## config.mk

```make
export PLATFORM = sky130hd
export DESIGN_NAME = seven_seg_scanner
export DESIGN_NICKNAME = d
export VERILOG_FILES = /design/src/rtl/seven_seg_scanner.sv
export SDC_FILE = /design/constraint.sdc
export NUM_CORES = 1
export LEC_CHECK = 0
export ABC_AREA = 1
export CAP_MARGIN = 0
export CORE_MARGIN = 2
export CORE_UTILIZATION = 30
export DETAILED_ROUTE_END_ITERATION = 8
export SLEW_MARGIN = 20
export SYNTH_ARGS = -nofsm -noshare
export SYNTH_HDL_FRONTEND = slang
export SYNTH_SLANG_ARGS = --single-unit
```

## constraint.sdc

```tcl
create_clock -name clk_i -period 2.3 [get_ports clk_i]
set_input_delay 0.46 -clock clk_i [delete_from_list [all_inputs] [get_ports clk_i]]
set_output_delay 0.46 -clock clk_i [all_outputs]
set_load 0.005 [all_outputs]
```

## src/rtl/seven_seg_scanner.sv

```systemverilog
// Time-multiplexed driver for a common-anode 7-segment display with tear-free frame
// loading, leading-zero blanking, decimal points, ghosting guard and PWM dimming.
module seven_seg_scanner #(
    parameter int unsigned NUM_DIGITS   = 4,
    parameter int unsigned PRESCALE     = 50000,
    parameter int unsigned BLANK_CYCLES = 2,
    parameter int unsigned DIM_WIDTH    = 4
) (
    input  logic                      clk_i,
    input  logic                      rst_i,
    input  logic [4*NUM_DIGITS-1:0]   value_i,
    input  logic [NUM_DIGITS-1:0]     dp_mask_i,
    input  logic                      load_i,
    input  logic                      blank_lz_i,
    input  logic [DIM_WIDTH-1:0]      brightness_i,
    output logic [6:0]                seg_o,
    output logic                      dp_o,
    output logic [NUM_DIGITS-1:0]     an_o,
    output logic                      scan_done_o
);
    localparam int unsigned PW = (PRESCALE > 1) ? $clog2(PRESCALE) : 1;
    localparam int unsigned IW = $clog2(NUM_DIGITS);
    localparam int unsigned VW = 4 * NUM_DIGITS;

    logic [PW-1:0]         p_q, p_d;
    logic [IW-1:0]         idx_q, idx_d;
    logic [DIM_WIDTH-1:0]  pwm_q;
    logic [VW-1:0]         pend_val_q, act_val_q, act_val_d;
    logic [NUM_DIGITS-1:0] pend_dp_q, act_dp_q, act_dp_d;
    logic [NUM_DIGITS-1:0] an_q, an_d;
    logic [6:0]            seg_q, seg_d;
    logic                  dp_q, dp_d;
    logic                  scan_done_q;

    logic                  p_wrap, idx_last, frame_end, pwm_on, en;
    logic [NUM_DIGITS-1:0] lz_blank;
    logic                  upper_zero;
    logic [3:0]            digit;

    function automatic logic [6:0] seg_decode(input logic [3:0] d);
        logic [6:0] s;
        unique case (d)
            4'h0: s = 7'b0000001;
            4'h1: s = 7'b1001111;
            4'h2: s = 7'b0010010;
            4'h3: s = 7'b0000110;
            4'h4: s = 7'b1001100;
            4'h5: s = 7'b0100100;
            4'h6: s = 7'b0100000;
            4'h7: s = 7'b0001111;
            4'h8: s = 7'b0000000;
            4'h9: s = 7'b0001100;
            4'hA: s = 7'b0001000;
            4'hB: s = 7'b1100000;
            4'hC: s = 7'b0110001;
            4'hD: s = 7'b1000010;
            4'hE: s = 7'b0110000;
            4'hF: s = 7'b0111000;
        endcase
        return s;
    endfunction

    // Digit k is a leading zero when it and every digit above it are zero.
    always_comb begin
        lz_blank   = '0;
        upper_zero = 1'b1;
        for (int k = NUM_DIGITS - 1; k > 0; k--) begin
            upper_zero  = upper_zero & (act_val_q[4*k +: 4] == 4'h0);
            lz_blank[k] = blank_lz_i & upper_zero;
        end
    end

    always_comb begin
        p_wrap    = (p_q == PW'(PRESCALE - 1));
        idx_last  = (idx_q == IW'(NUM_DIGITS - 1));
        frame_end = p_wrap & idx_last;
        p_d       = p_wrap ? '0 : p_q + 1'b1;
        idx_d     = idx_q;
        if (p_wrap) begin
            idx_d = idx_last ? '0 : idx_q + 1'b1;
        end

        // A load coinciding with the frame boundary goes straight into the new frame.
        act_val_d = act_val_q;
        act_dp_d  = act_dp_q;
        if (frame_end) begin
            act_val_d = load_i ? value_i   : pend_val_q;
            act_dp_d  = load_i ? dp_mask_i : pend_dp_q;
        end

        pwm_on = (brightness_i == '1) | (pwm_q < brightness_i);
        en     = (p_q >= PW'(BLANK_CYCLES)) & pwm_on & ~lz_blank[idx_q];
        digit  = act_val_q[{idx_q, 2'b00} +: 4];

        an_d  = en ? ~(NUM_DIGITS'(1) << idx_q) : '1;
        seg_d = lz_blank[idx_q] ? 7'h7F : seg_decode(digit);
        dp_d  = ~act_dp_q[idx_q];
    end

    always_ff @(posedge clk_i or posedge rst_i) begin
        if (rst_i) begin
            p_q         <= '0;
            idx_q       <= '0;
            pwm_q       <= '0;
            pend_val_q  <= '0;
            pend_dp_q   <= '0;
            act_val_q   <= '0;
            act_dp_q    <= '0;
            an_q        <= '1;
            seg_q       <= 7'h7F;
            dp_q        <= 1'b1;
            scan_done_q <= 1'b0;
        end else begin
            p_q         <= p_d;
            idx_q       <= idx_d;
            pwm_q       <= pwm_q + 1'b1;
            if (load_i) begin
                pend_val_q <= value_i;
                pend_dp_q  <= dp_mask_i;
            end
            act_val_q   <= act_val_d;
            act_dp_q    <= act_dp_d;
            an_q        <= an_d;
            seg_q       <= seg_d;
            dp_q        <= dp_d;
            scan_done_q <= frame_end;
        end
    end

    assign an_o        = an_q;
    assign seg_o       = seg_q;
    assign dp_o        = dp_q;
    assign scan_done_o = scan_done_q;

endmodule

```

==> results.md <==
Yosys:
- Sorting the synthesized cells by area gives the leading types as sky130_fd_sc_hd__dfrtp_1 (42%), sky130_fd_sc_hd__nand2_1 (15%), sky130_fd_sc_hd__dfstp_2 (8.4%).
- The number of warning messages in the yosys log is 0.
- The number of nets handed over by synthesis was 508.
- The dominant cell by count in the synthesized netlist is sky130_fd_sc_hd__nand2_1.
- The biggest area contributor in the post-synthesis netlist is sky130_fd_sc_hd__dfrtp_1.
- In this run, synthesis produced a sequential element count of 75.
- In the synthesized netlist, the cells that appear most often are sky130_fd_sc_hd__nand2_1 (151), sky130_fd_sc_hd__dfrtp_1 (63), sky130_fd_sc_hd__inv_1 (54).
- The count of unique library cells instantiated by Yosys is 28.
- For this run, the leading register cell type out of synthesis is sky130_fd_sc_hd__dfrtp_1.
- The number of enable-type register cells in the synthesized netlist is 0.
- The mapped netlist covers 3740 µm².
- The share of Yosys cell area claimed by the top area cell type is 42.1%.
- The proportion of synthesized flip-flops having asynchronous set or reset is 100%.
- The share of the Yosys chip area taken by registers is 50.5%.
- The synthesized instance count is 464.
- In this run the mean area of a mapped cell was 8.07 µm².

Timing:
- The count of pins over their slew limit is 0.
- Setup repair after global routing left no endpoint under its margin.
- The worst hold margin is 470 ps.
- The summed negative setup slack over all endpoints is 0 ps.
- The maximum clock skew at final layout is 8.33 ps.
- Across all setup checks in the final design, the least slack found is 284 ps.
- The shortest period the worst path allows is 2020 ps.
- The portion of the clock cycle consumed by the worst path in the final layout is 87.6%.
- Setup violations remaining at the end of the flow were counted as 0.
- The relative slew slack is 68.5%.
- The number of hold-slack violations in the final timing report is 0.
- At the pin with the least slew margin, the transition time is 473 ps.
- The highest achievable clock rate is 496 MHz.

Clocking:
- Buffers inserted to repair hold after CTS numbered 0.
- The number of gates resized after CTS is 0.
- The clock root buffer is sky130_fd_sc_hd__clkbuf_16.
- The number of sinks handled by clock tree synthesis is 75.
- In this run the deepest clock path goes through 2 buffers.
- The CTS tree is yes.
- In this run the number of H-tree levels came out at 3.
- After clock tree synthesis, the clock-pin slew on the worst setup and hold paths is 60 ps.
- The number of clock buffers added by TritonCTS is 9.
- Clock latency on the worst-skew pair, taken at its later pin, is 330 ps.
- The count of buffers added by post-CTS timing repair for setup is 0.

Floorplan:
- The die is 116 µm wide.
- The floorplan step set the die height to 116 µm.
- The floorplan row count is 40.
- The number of top-level pins is 41.
- The die covers 13400 µm².
- After floorplanning, the core was sized to cover 12100 µm².
- The initial core utilization is 30.9%.

Worst setup path:
- The worst setup path is launched from a register.
- For the worst setup path, the data required time is 2560 ps.
- In this design, the critical path's most frequently occurring cell is sky130_fd_sc_hd__nand2_1.
- The worst register-to-register path has a depth of 12.
- For the worst setup path, the data arrival time is 2270 ps.
- In this run the worst path has a maximum fanout of 16.
- The worst setup path is captured at a register.
- The worst setup path is of the register to register kind.
- Traced cell by cell, the critical path runs through inv_2 -> nand2_1 -> nand2_1 -> nand2_1 -> nand2_1 -> inv_1 -> ha_1 -> inv_1 -> nand2_1 -> nand2_1 -> nand2_1 -> nand3_1.
- The largest individual stage delay along the critical path comes from the cell sky130_fd_sc_hd__dfrtp_1.
- The critical path starts at idx_q[0].
- The largest single stage delay on the critical path is 550 ps.
- The source of the worst register-to-register timing path is idx_q[0].

Worst hold path:
- The worst hold path belongs to the class register to register.
- The count of cells along the worst hold path is 1.
- The hold path startpoint is pwm_q[0].

Placed design:
- In this run the tool buffered the top-level ports with 40 buffer cells.
- OpenSTA, run right after detailed placement, puts the worst setup slack at 325 ps.
- The total half-perimeter wirelength after legalization and detailed placement is 5.62 mm.
- At the end of routability-driven placement, the weighted congestion stood at 0.869.

Detailed routing:
- The detail-routed net length per standard cell is 11.5 µm.
- The routed wire length is 7.82 mm.
- The count of routing violations after the opening detailed-route iteration is 115.
- Once detail routing completed, the nets flagged for antenna violations numbered 0.
- Detailed routing inserted a total of 3020 vias.
- For this run, design rule violations remaining after detail routing come to 0.
- The via-per-instance ratio is 4.45.
- The first detailed-routing pass ran for 4 iterations.

Finish:
- The number of antenna cells inserted is 0.
- Cells fill 38.2% of the core in the end.
- For this run, the post-layout net count is 549.
- The post-route netlist has 8.63% of its cells at a drive strength greater than 1.
- Summing all flip-flop and latch instances after layout gives 1890 µm².
- The filler cells instantiated in the layout total 1304.
- The area used by multi-input combinational logic is 1560 µm².
- The area growth from synthesis to layout is 23.5%.

Pwr:
- The worst IR drop on VDD is 0.308 mV.
- The total power divided by cell area is 609 nW/µm².
- The leakage power is 2.27 nW.

GRT:
- In the global route stage, overall resource usage came out at 13.0%.
- The pin count of the biggest net entering global routing is 76.
- The number of global-route vias before repair is 3035.
- The overall overflow remaining after global route is 0.
- The number of antenna violations at the first check in global routing is 0.
- The first global-routing pass estimated 14.0 mm of wire.

Job:
- The tool flagged a number of max-cap violations equal to 0.

Run status:
- The run finished with clean final reports.
-- placed cells by master, fill, tap and decap left out --
master / n
sky130_fd_sc_hd__nand2_1: 151
sky130_fd_sc_hd__dfrtp_1: 63
sky130_fd_sc_hd__inv_1: 53
sky130_fd_sc_hd__clkdlybuf4s50_1: 40
sky130_fd_sc_hd__nor2_1: 39
sky130_fd_sc_hd__nand3_1: 29
sky130_fd_sc_hd__nand4_1: 27
sky130_fd_sc_hd__o21ai_0: 21
sky130_fd_sc_hd__ha_1: 16
sky130_fd_sc_hd__dfstp_2: 12
sky130_fd_sc_hd__clkbuf_16: 9
sky130_fd_sc_hd__xor2_1: 7
sky130_fd_sc_hd__inv_2: 5
sky130_fd_sc_hd__buf_4: 5
sky130_fd_sc_hd__o21ai_1: 4
sky130_fd_sc_hd__a21oi_1: 4
sky130_fd_sc_hd__clkinvlp_4: 4
sky130_fd_sc_hd__inv_6: 4
sky130_fd_sc_hd__o21bai_1: 3
sky130_fd_sc_hd__nor3_1: 2
sky130_fd_sc_hd__nor3_2: 2
sky130_fd_sc_hd__nand3b_1: 2
sky130_fd_sc_hd__or2_1: 1
sky130_fd_sc_hd__nor3b_1: 1
sky130_fd_sc_hd__nand3_2: 1
sky130_fd_sc_hd__nand2_2: 1
sky130_fd_sc_hd__xnor2_1: 1
sky130_fd_sc_hd__or2_0: 1
sky130_fd_sc_hd__a32o_1: 1
sky130_fd_sc_hd__buf_12: 1
-- per-stage QoR --
stage               instance area, µm²  cells  power (mW)
CTS                               4620    678        2.87
global placement                  4340    662        1.52
detailed placement                4340    662        1.52
floorplan                         3750    464        1.45
finish                            4620    678        2.82
global route                      4620    678        2.95
-- layout make-up --
cell class | instances | area share [%]
Timing Repair Buffer | 46 | 9.90
Clock inverter | 7 | 1.24
Clock buffer | 9 | 4.87
Multi-Input combinational cell | 314 | 33.7
Sequential cell | 75 | 40.9
Tap cell | 168 | 4.55
Inverter | 59 | 4.87
-- worst max-delay path: cells and delay by family (launching register included) --
kind                     cells  cell delay, ps
flip-flops                   1             550
adder cells (fa/ha/maj)      1             340
AND/OR/NAND/NOR              8             610
buffers and inverters        3             450
-- flip-flops by register name, summed over array words and instances, names as in the netlist --
| signal | flops |
|---|---|
| pwm_q | 4 |
| idx_q | 2 |
| scan_done_o | 1 |
| pend_val_q | 16 |
| pend_dp_q | 4 |
| act_dp_q | 4 |
| p_q | 16 |
| an_o | 4 |
| act_val_q | 16 |
| seg_o | 7 |
| dp_o | 1 |
-- where the power goes --
group	leakage, nW	internal [mW]	total (mW)	switching [mW]
sequential	0.846	1.35	1.36	0.00871
combinational	1.29	0.0620	0.134	0.0721
clock	0.129	0.745	1.32	0.577
total	2.27	2.16	2.82	0.657
-- logic make-up (layout without fill, tap and decap cells) --
kind of cell / Yosys count / after routing / synth area share (%)
simple gates: 257 / 257 / 29.6
buf+inv: 75 / 121 / 7.92
xor+xnor: 8 / 8 / 1.87
flops: 75 / 75 / 50.5
fa+ha+maj: 16 / 16 / 5.35
compound gates: 33 / 33 / 4.74
-- worst paths after layout --
check                      endpoint  slack, ps
setup / recovery           seg_o[3]        280
hold / removal             pwm_q[0]        470
setup reg to reg           seg_o[3]        280
hold reg to reg            pwm_q[0]        470
max in group asynchronous  seg_o[5]       1370
min in group asynchronous    p_q[6]        580
-- per-layer routing --
metal,wire [µm],part of all wire [%],GRT usage [%],up-vias
li1,-,-,-,1556
met1,4030,52,18.7,1410
met2,3480,45,19.5,50
met3,231,3.0,2.82,4
met4,70,0.90,4.44,0
met5,0,0,0,-
(Power assumes the default switching activity.)
